==> src/rtl/rat_int_pkg.sv <==
// Shared types and helpers for the RAT CPU interrupt controller.
package rat_int_pkg;

    typedef enum logic [1:0] {
        ST_IDLE = 2'd0,
        ST_REQ  = 2'd1,
        ST_SVC  = 2'd2
    } state_e;

    // Source-ID width; never narrower than one bit so the port stays legal.
    function automatic int unsigned id_w(input int unsigned n);
        return (n > 1) ? $clog2(n) : 1;
    endfunction

endpackage

==> src/rtl/rat_int_prio_enc.sv <==
// Lowest-index-wins priority encoder: reports whether any request is set and which one wins.
module rat_int_prio_enc #(
    parameter int unsigned N_SRC = 4,
    parameter int unsigned ID_W  = 2
) (
    input  logic [N_SRC-1:0] req_i,
    output logic             valid_o,
    output logic [ID_W-1:0]  id_o
);

    always_comb begin
        valid_o = |req_i;
        id_o    = '0;
        // Scan downwards so the lowest set index is the last one written.
        for (int i = N_SRC - 1; i >= 0; i--) begin
            if (req_i[i]) begin
                id_o = ID_W'(i);
            end
        end
    end

endmodule

==> src/rtl/rat_int_ctrl.sv <==
// Interrupt controller/arbiter for the RAT CPU: edge-latched, masked, fixed-priority requests
// with INT/ACK/RETI handshake and the global interrupt-enable flag.
module rat_int_ctrl
    import rat_int_pkg::*;
#(
    parameter int unsigned      N_SRC    = 4,
    parameter int unsigned      ID_W     = id_w(N_SRC),
    parameter logic [N_SRC-1:0] MASK_RST = '1
) (
    input  logic             clk_i,
    input  logic             rst_ni,
    input  logic [N_SRC-1:0] irq_i,
    input  logic             mask_wr_i,
    input  logic [N_SRC-1:0] mask_din_i,
    input  logic             i_set_i,
    input  logic             i_clr_i,
    input  logic             int_ack_i,
    input  logic             reti_i,
    input  logic             reti_ie_i,
    output logic             int_o,
    output logic [ID_W-1:0]  int_id_o,
    output logic             ie_o,
    output logic             in_service_o,
    output logic [N_SRC-1:0] pending_o,
    output logic [N_SRC-1:0] mask_o
);

    state_e             state_q, state_d;
    logic [ID_W-1:0]    int_id_q, int_id_d;
    logic               ie_q, ie_d;
    logic [N_SRC-1:0]   pending_q, pending_d;
    logic [N_SRC-1:0]   mask_q, mask_d;
    logic [N_SRC-1:0]   irq_q;
    logic [N_SRC-1:0]   rise;
    logic               enc_valid;
    logic [ID_W-1:0]    enc_id;

    assign rise = irq_i & ~irq_q;

    rat_int_prio_enc #(
        .N_SRC (N_SRC),
        .ID_W  (ID_W)
    ) u_prio_enc (
        .req_i   (pending_q & mask_q),
        .valid_o (enc_valid),
        .id_o    (enc_id)
    );

    always_comb begin
        state_d   = state_q;
        int_id_d  = int_id_q;
        ie_d      = ie_q;
        pending_d = pending_q | rise;
        mask_d    = mask_wr_i ? mask_din_i : mask_q;
        unique case (state_q)
            ST_IDLE: begin
                if (i_clr_i) begin
                    ie_d = 1'b0;
                end else if (i_set_i) begin
                    ie_d = 1'b1;
                end
                if (ie_q && enc_valid) begin
                    state_d  = ST_REQ;
                    int_id_d = enc_id;
                end
            end
            ST_REQ: begin
                if (int_ack_i) begin
                    state_d   = ST_SVC;
                    ie_d      = 1'b0;
                    // A fresh edge on the acknowledged source re-pends it in the same cycle.
                    pending_d = (pending_q & ~(N_SRC'(1) << int_id_q)) | rise;
                end else if (i_clr_i) begin
                    state_d = ST_IDLE;
                    ie_d    = 1'b0;
                end else if (i_set_i) begin
                    ie_d = 1'b1;
                end
            end
            ST_SVC: begin
                if (reti_i) begin
                    state_d = ST_IDLE;
                    ie_d    = reti_ie_i;
                end
            end
            default: state_d = ST_IDLE;
        endcase
    end

    always_ff @(posedge clk_i or negedge rst_ni) begin
        if (!rst_ni) begin
            state_q   <= ST_IDLE;
            int_id_q  <= '0;
            ie_q      <= 1'b0;
            pending_q <= '0;
            mask_q    <= MASK_RST;
            irq_q     <= '0;
        end else begin
            state_q   <= state_d;
            int_id_q  <= int_id_d;
            ie_q      <= ie_d;
            pending_q <= pending_d;
            mask_q    <= mask_d;
            irq_q     <= irq_i;
        end
    end

    assign int_o        = (state_q == ST_REQ);
    assign in_service_o = (state_q == ST_SVC);
    assign int_id_o     = int_id_q;
    assign ie_o         = ie_q;
    assign pending_o    = pending_q;
    assign mask_o       = mask_q;

endmodule

==> config.mk <==
export PLATFORM = sky130hd
export DESIGN_NAME = rat_int_ctrl
export DESIGN_NICKNAME = d
export VERILOG_FILES = /design/src/rtl/rat_int_pkg.sv /design/src/rtl/rat_int_prio_enc.sv /design/src/rtl/rat_int_ctrl.sv
export SDC_FILE = /design/constraint.sdc
export NUM_CORES = 1
export LEC_CHECK = 0
export CORE_AREA = 2 2 47 49
export CTS_CLUSTER_DIAMETER = 60
export DETAILED_ROUTE_END_ITERATION = 12
export DIE_AREA = 0 0 49 51
export PLACE_DENSITY = 0.79
export REMOVE_ABC_BUFFERS = 1
export SETUP_SLACK_MARGIN = 0.15
export SLEW_MARGIN = 20
export SYNTH_ARGS = -nofsm -noshare
export SYNTH_HDL_FRONTEND = slang
export SYNTH_SLANG_ARGS = --single-unit
==> constraint.sdc <==
create_clock -name clk_i -period 1.4 [get_ports clk_i]
set_input_delay 0.28 -clock clk_i [delete_from_list [all_inputs] [get_ports clk_i]]
set_output_delay 0.28 -clock clk_i [all_outputs]
set_load 0.01 [all_outputs]
==> metrics.txt, run 1 <==
Seq cells post-synth=17; Initial Utilization=0.380; Max transition margin=0.822; peak supply drop=~1.2 mV; Clk Tree Root Cell=clkbuf_4; Detailed Routing Iterations Pass 1=4; share of synthesized area occupied by flip-flops and latches=0.550; cell count after placement=130; placeable core region=0.00206 mm²; residual antenna-violating net count after detailed routing=0; area grow syn2layout=84.0%; number of clock buffers inserted by TritonCTS=3; number of distinct library cells after synthesis=23; peak clock frequency supported by timing=0.705 GHz; H-Tree Depth=1; nets@finish=around 140; die footprint=roughly 0.0025 mm²; nature of the critical path endpoint=output pin; transition time at the pin with the least slew margin=between 0.2 and 0.3 ns; Leakage Power=around 0.63 nW; Netlist Area Pre-Place=783 µm²; Period Utilization, post-route=1.01; max-slew violation count=0; most common cell type on the critical path=buf_6; first-pass GRT wire length=3460 µm; count of warnings emitted by yosys=0; cell row count=17; number of instances in the synthesized netlist=between 60 and 70; required time at the endpoint of the critical path=between 1 and 1.5 ns; RSZ-0062 raised after global routing=true; post-route cell area=approximately 0.0014 mm²; Global Route Usage Sum=0.188; ratio of cells with drive above 1 in the final layout=0.537; max_cap viols=0; IO Count=29; buffers from clock root to sink, at most=2; CP peak stage delay=0.43 ns; Die Y=approximately 50 µm; post-DR vias/cell=around 5.1; DRC violation total after the first TritonRoute iteration=12; Worst-Skew Late Latency=0.30 ns; largest area contributor in the netlist=dfrtp_1; data arrival at the endpoint of the critical path=between 1 and 1.5 ns; DP Wirelength=1350 µm; HP Class=primary input to asynchronous set/reset pin; aggregate routed wire length=2570 µm; final cell count without fillers=approximately 150; largest net degree at the start of global routing=18; total power divided by cell area=approximately 1600 mW/mm²; worst setup margin=-0.0183 ns; final critical-path required period=about 1.4 ns; TritonCTS clock tree=built; ANT cells=0; Final setup viols=3; DRC violation count after routing=0; per-instance average area after synthesis=11.7 µm²; violated checks=setup timing; total count of hold-check failures in the final report=0; crit path cell chain=buf_6, ha_4, buf_6; count of vias placed by the detailed router=~760; die span in x=~49 µm; number of antenna violations at the first check in global routing=0; weighted congestion at the end of routability-driven global placement=~0.77; post-CTS clock slew at the launch and capture registers of the worst setup and hold paths=0.10 ns; TritonCTS sink count=17; I/O Buffers=28; hold buffer count at cts=0; total power after layout=between 2 and 2.5 mW; slowest stage cell, crit path=dfrtp_1; startpoint type of the worst setup path=register; via count of the first global-routing pass=743; Placed Instance Area=between 0.001 and 0.0015 mm²; GR Overflow Total=0; worst setup path class=register to output pin; largest fanout of any net on the critical path=2; clock skew=between 0.004 and 0.005 ns; routed wirelength normalized by instance count=17.3 µm; biggest area contributors in the synthesized netlist=dfrtp_1 (42%), dfstp_2 (13%), ha_1 (6.4%), o21ai_0 (5.8%), mux2_2 (5.8%); result of the run=complete, but fails checks; area share of the largest cell type after synthesis=0.415
==> registers in the layout, summed over array words and instances, names as in the netlist <==
register / cells
mask_o: 4
int_id_o: 2
ie_o: 1
pending_o: 4
state_q: 2
irq_q: 4
==> area by class of cell <==
class / count / area, µm²
clock buffer: 3 / 22.5
clock inverter: 1 / 5.00
fill: 144 / 622
inverter: 8 / 32.5
multi-input combinational: 42 / 457
sequential: 17 / 432
tap: 28 / 35.0
timing repair buffer: 50 / 458
==> report_power, final <==
group	internal (mW)	leakage, nW	switching, mW	total [mW]
clock	0.107	0.0177	0.163	0.270
sequential	0.612	0.188	0.112	0.724
combinational	0.713	0.422	0.610	1.32
total	1.43	0.628	0.884	2.32
==> worst paths after layout <==
kind	start	endpoint	slack, ns	cells after the start
worst max-delay path	state_q[1]	in_service_o	-0.02	3
worst min-delay path	rst_ni	state_q[1]	0.29	2
worst max register to register	state_q[1]	state_q[1]	-0.01	6
worst min register to register	irq_q[2]	pending_o[2]	0.42	1
max in group asynchronous	rst_ni	mask_o[2]	0.85	2
min in group clk_i	irq_q[2]	pending_o[2]	0.42	1
==> cell families (layout without fill, tap and decap cells) <==
family	Yosys count	in the layout	synth area share
muxes	5	5	0.0703
DFF	17	17	0.550
buffers and inverters	8	62	0.0383
and+or+nand+nor	10	10	0.0591
AOI/OAI and AO/OA	23	23	0.219
adders and majority gates	4	4	0.0639
==> metrics by stage <==
stage	setup TNS, ns	util	setup WS, ns	hold slack, ns
global placement	-0.148	0.558	-0.0492	0.404
floorplan	0	-	0.0876	-0.0156
global route	-0.174	0.699	-0.0526	0.305
detailed placement	-0.297	0.558	-0.0810	0.414
finish	-0.0399	0.699	-0.0183	0.293
CTS	0	0.653	0.00175	0.318
==> layout by cell type (no fill, tap or decap), types with 2 or more instances in the layout <==
cell and count:
clkdlybuf4s50_1 15, nand2_4 2, ha_4 3, a22o_4 2
o21ai_1 3, nor2_1 2, o21ai_0 3, dfstp_2 4
a31oi_1 3, o21ai_2 4, mux2_2 4, clkbuf_4 3
inv_1 6, buf_6 10, clkdlybuf4s15_1 5, nand2_1 2
buf_4 18, dfrtp_1 12
==> critical path: cells and delay by family, from the launching register on <==
kind / cells / cell delay, ns
buffers and inverters: 2 / 0.25
DFF: 1 / 0.43
adders and majority gates: 1 / 0.15
==> cells in the mapped netlist <==
| cell type | count |
|---|---|
| a21oi_2 | 1 |
| o2bb2ai_1 | 1 |
| o21ai_0 | 9 |
| o21ai_2 | 1 |
| mux2_2 | 4 |
| a31oi_1 | 3 |
| nand2_1 | 4 |
| a22o_4 | 2 |
| o32ai_1 | 1 |
| inv_1 | 8 |
| a21oi_1 | 2 |
| nor2_2 | 1 |
| nor2_1 | 2 |
| mux2i_1 | 1 |
| nand2b_1 | 1 |
| or2_1 | 1 |
| a32oi_1 | 1 |
| nand3_1 | 1 |
| a2111o_1 | 1 |
| ha_1 | 4 |
| a211oi_1 | 1 |
| dfstp_2 | 4 |
| dfrtp_1 | 13 |
==> timing repair <==
item | CTS | global route
buffers inserted | 9 | 6
pin swaps | 0 | 7
resized for setup | 67 | 18
endpoints found under the setup margin | 21 | 19
endpoints found under the hold margin | 0 | 0
==> per-layer routing <==
layer | vias to the layer above | part of all wire | track usage
li1 | 353 | - | -
met1 | 364 | 0.38 | 0.210
met2 | 36 | 0.55 | 0.338
met3 | 5 | 0.054 | 0.0439
met4 | 0 | 0.018 | 0.0952
met5 | - | 0 | 0
(Power assumes the default switching activity.)
==> run 2, diff against run 1 <==
--- a/config.mk
+++ b/config.mk
@@ -9,6 +9,7 @@
 export CTS_CLUSTER_DIAMETER = 60
 export DETAILED_ROUTE_END_ITERATION = 12
 export DIE_AREA = 0 0 49 51
+export GPL_TIMING_DRIVEN = 1
 export PLACE_DENSITY = 0.79
 export REMOVE_ABC_BUFFERS = 1
 export SETUP_SLACK_MARGIN = 0.15
==> results of run 2 <==
The final DEF is identical to that of run 1; final timing and power are the same.
==> run 3, diff against run 2 <==
--- a/config.mk
+++ b/config.mk
@@ -5,14 +5,15 @@
 export SDC_FILE = /design/constraint.sdc
 export NUM_CORES = 1
 export LEC_CHECK = 0
-export CORE_AREA = 2 2 47 49
+export CORE_AREA = 2 2 45 47
 export CTS_CLUSTER_DIAMETER = 60
 export DETAILED_ROUTE_END_ITERATION = 12
-export DIE_AREA = 0 0 49 51
+export DIE_AREA = 0 0 47 49
 export GPL_TIMING_DRIVEN = 1
-export PLACE_DENSITY = 0.79
+export PLACE_DENSITY = 0.85
 export REMOVE_ABC_BUFFERS = 1
 export SETUP_SLACK_MARGIN = 0.15
+export SKIP_LAST_GASP = 1
 export SLEW_MARGIN = 20
 export SYNTH_ARGS = -nofsm -noshare
 export SYNTH_HDL_FRONTEND = slang
==> constraint.sdc (replaced) <==
create_clock -name clk_i -period 1.8 [get_ports clk_i]
set_input_delay 0.36 -clock clk_i [delete_from_list [all_inputs] [get_ports clk_i]]
set_output_delay 0.36 -clock clk_i [all_outputs]
set_load 0.01 [all_outputs]
==> run 3 against run 2 <==
Against the previous run:
- the flow now finishes without violations
- largest cell class is now sequential cells
- clock skew decreased by 0.0036 ns
- final cell count down 11%
- core utilization down 6.1 points
==> metrics.txt, run 3 (same netlist as run 1, synthesis figures left out) <==
result of the run=finished, final reports clean; DP Wirelength=1210 µm (-10%); placeable core region=0.00184 mm² (-11%); Global Route Usage Sum=0.140 (-0.0481); Max transition margin=0.845 (+0.0233); commonest cells after routing, fill and taps aside=clkdlybuf4s50_1 (21), dfrtp_1 (12), o21ai_0 (9); weighted congestion at the end of routability-driven global placement=0.763 (-0.86%); IO Count=29 (unchanged); HP Class=primary input to asynchronous set/reset pin; flip-flop and latch area=432 µm² (unchanged); GR Overflow Total=0 (unchanged); hold buffer count at cts=0 (unchanged); nature of the critical path endpoint=output pin; final critical-path required period=about 1.6 ns; Initial Utilization=0.425 (+0.0456); max-slew violation count=0 (unchanged); post-route cell area=0.00117 mm² (-19%); die footprint=0.00230 mm² (-7.8%); total area of multi-input combinational cells=328 µm² (-28%); Leakage Power=0.503 nW (-20%); total count of hold-check failures in the final report=0 (unchanged); crit path cell chain=inv_2, ha_2, dlygate4sd2_1; Clk Tree Root Cell=clkbuf_4; clock skew=0.00113 ns (-0.00360 ns); data arrival at the endpoint of the critical path=1.26 ns (+0.12 ns); number of antenna violations at the first check in global routing=0 (unchanged); DRC violation total after the first TritonRoute iteration=11 (-1); I/O Buffers=28 (unchanged); DRC violation count after routing=0 (unchanged); RSZ-0062 raised after global routing=true; post-route setup TNS=0 ns (+0.0399 ns); Worst-Skew Late Latency=0.28 ns (-0.02 ns); cell row count=16 (-1); Filler Cells Inserted=150 (+4.2%); TritonCTS sink count=17 (unchanged); post-DR vias/cell=4.81 (-5.4%); startpoint type of the worst setup path=register; Post-Route Utilization=0.637 (-0.0614); die span in x=47 µm (-4.1%); number of clock buffers inserted by TritonCTS=3 (unchanged); first-pass GRT wire length=2390 µm (-31%); slowest stage cell, crit path=dfrtp_1; area grow syn2layout=49.8%; H-Tree Depth=1 (unchanged); Period Utilization, post-route=0.902; via count of the first global-routing pass=591 (-20%); aggregate routed wire length=1530 µm (-41%); count of vias placed by the detailed router=640 (-16%); nets@finish=127 (-11%); Placed Instance Area=0.00110 mm² (-4.0%); peak clock frequency supported by timing=slightly above 0.6 GHz; peak supply drop=0.611 mV (-51%); largest net degree at the start of global routing=18 (unchanged); residual antenna-violating net count after detailed routing=0 (unchanged); TritonCTS clock tree=built; Final setup viols=0 (-3); most frequent standard cell in the layout excluding fill and tap cells=clkdlybuf4s50_1; post-CTS clock slew at the launch and capture registers of the worst setup and hold paths=0.09 ns (about the same); worst setup path class=register to output pin; Detailed Routing Iterations Pass 1=4 (unchanged); CP peak stage delay=0.43 ns (about the same); final cell count without fillers=133 (-11%); largest fanout of any net on the critical path=4 (+2); required time at the endpoint of the critical path=1.44 ns (+0.32 ns); routed wirelength normalized by instance count=11.5 µm (-33%); ANT cells=0 (unchanged); cell count after placement=123 (-5.4%); Die Y=49 µm (-3.9%); ratio of cells with drive above 1 in the final layout=0.264 (-0.273); max_cap viols=0 (unchanged); internal reg-to-reg setup slack=0.36 ns (+0.37 ns); buffers from clock root to sink, at most=2 (unchanged); transition time at the pin with the least slew margin=0.231 ns (-0.0349 ns); total power divided by cell area=1160 mW/mm² (-28%)
==> run 3: cell types whose count changed in the layout (fill, tap and decap cells not counted), sizes merged <==
cell,delta
buf,-22
clkbuf,+1
clkdlybuf4s15,-5
clkdlybuf4s50,+6
clkinv,-1
dlygate4sd2,+5
dlymetal6s2s,+1
==> run 3: what timing repair did <==
item                       4_1_cts  5_1_grt
resized for setup                8        5
setup endpoints to repair        8        7
gates cloned                     0        0
buffers inserted                 1        5
==> run 3: metrics by stage <==
step	setup slack, ns	hold slack, ns	power, mW
finish	0.176	0.390	1.37
global route	0.124	0.410	1.45
CTS	0.122	0.394	1.32
detailed placement	0.177	0.410	1.12
global placement	0.213	0.404	1.10
floorplan	0.488	0.0644	0.852
==> run 3: final cells by class <==
class	instances	share of cell area
clock buffers	4	0.0224
multi-input cells	42	0.279
well taps	27	0.0288
repair buffers	35	0.276
flip-flops and latches	17	0.368
inverters	8	0.0256
==> run 3: path summary, 6_finish.rpt <==
kind,start,to,cells after the start
hold reg to reg,irq_q[1],pending_o[1],1
setup / recovery,state_q[0],in_service_o,3
setup reg to reg,state_q[1],pending_o[0],6
max in group asynchronous,rst_ni,mask_o[3],2
hold / removal,rst_ni,state_q[1],2
min in group clk_i,irq_q[1],pending_o[1],1
==> run 3: worst max-delay path: cells and delay by family (launching register included) <==
| kind | cells | cell delay [ns] |
|---|---|---|
| DFF | 1 | 0.43 |
| adders and majority gates | 1 | 0.20 |
| buffers and inverters | 2 | 0.36 |
==> run 3: layer usage <==
layer	global-route usage	wire, µm
met2	0.233	743
met4	0.0417	0
met3	0.0259	94
met1	0.180	690
met5	0	0
==> run 3: report_power, final <==
| part | switching [mW] | internal, mW | leakage (nW) |
|---|---|---|---|
| sequential | 0.0695 | 0.476 | 0.188 |
| combinational | 0.288 | 0.338 | 0.300 |
| clock | 0.109 | 0.0859 | 0.0150 |
| total | 0.466 | 0.900 | 0.503 |
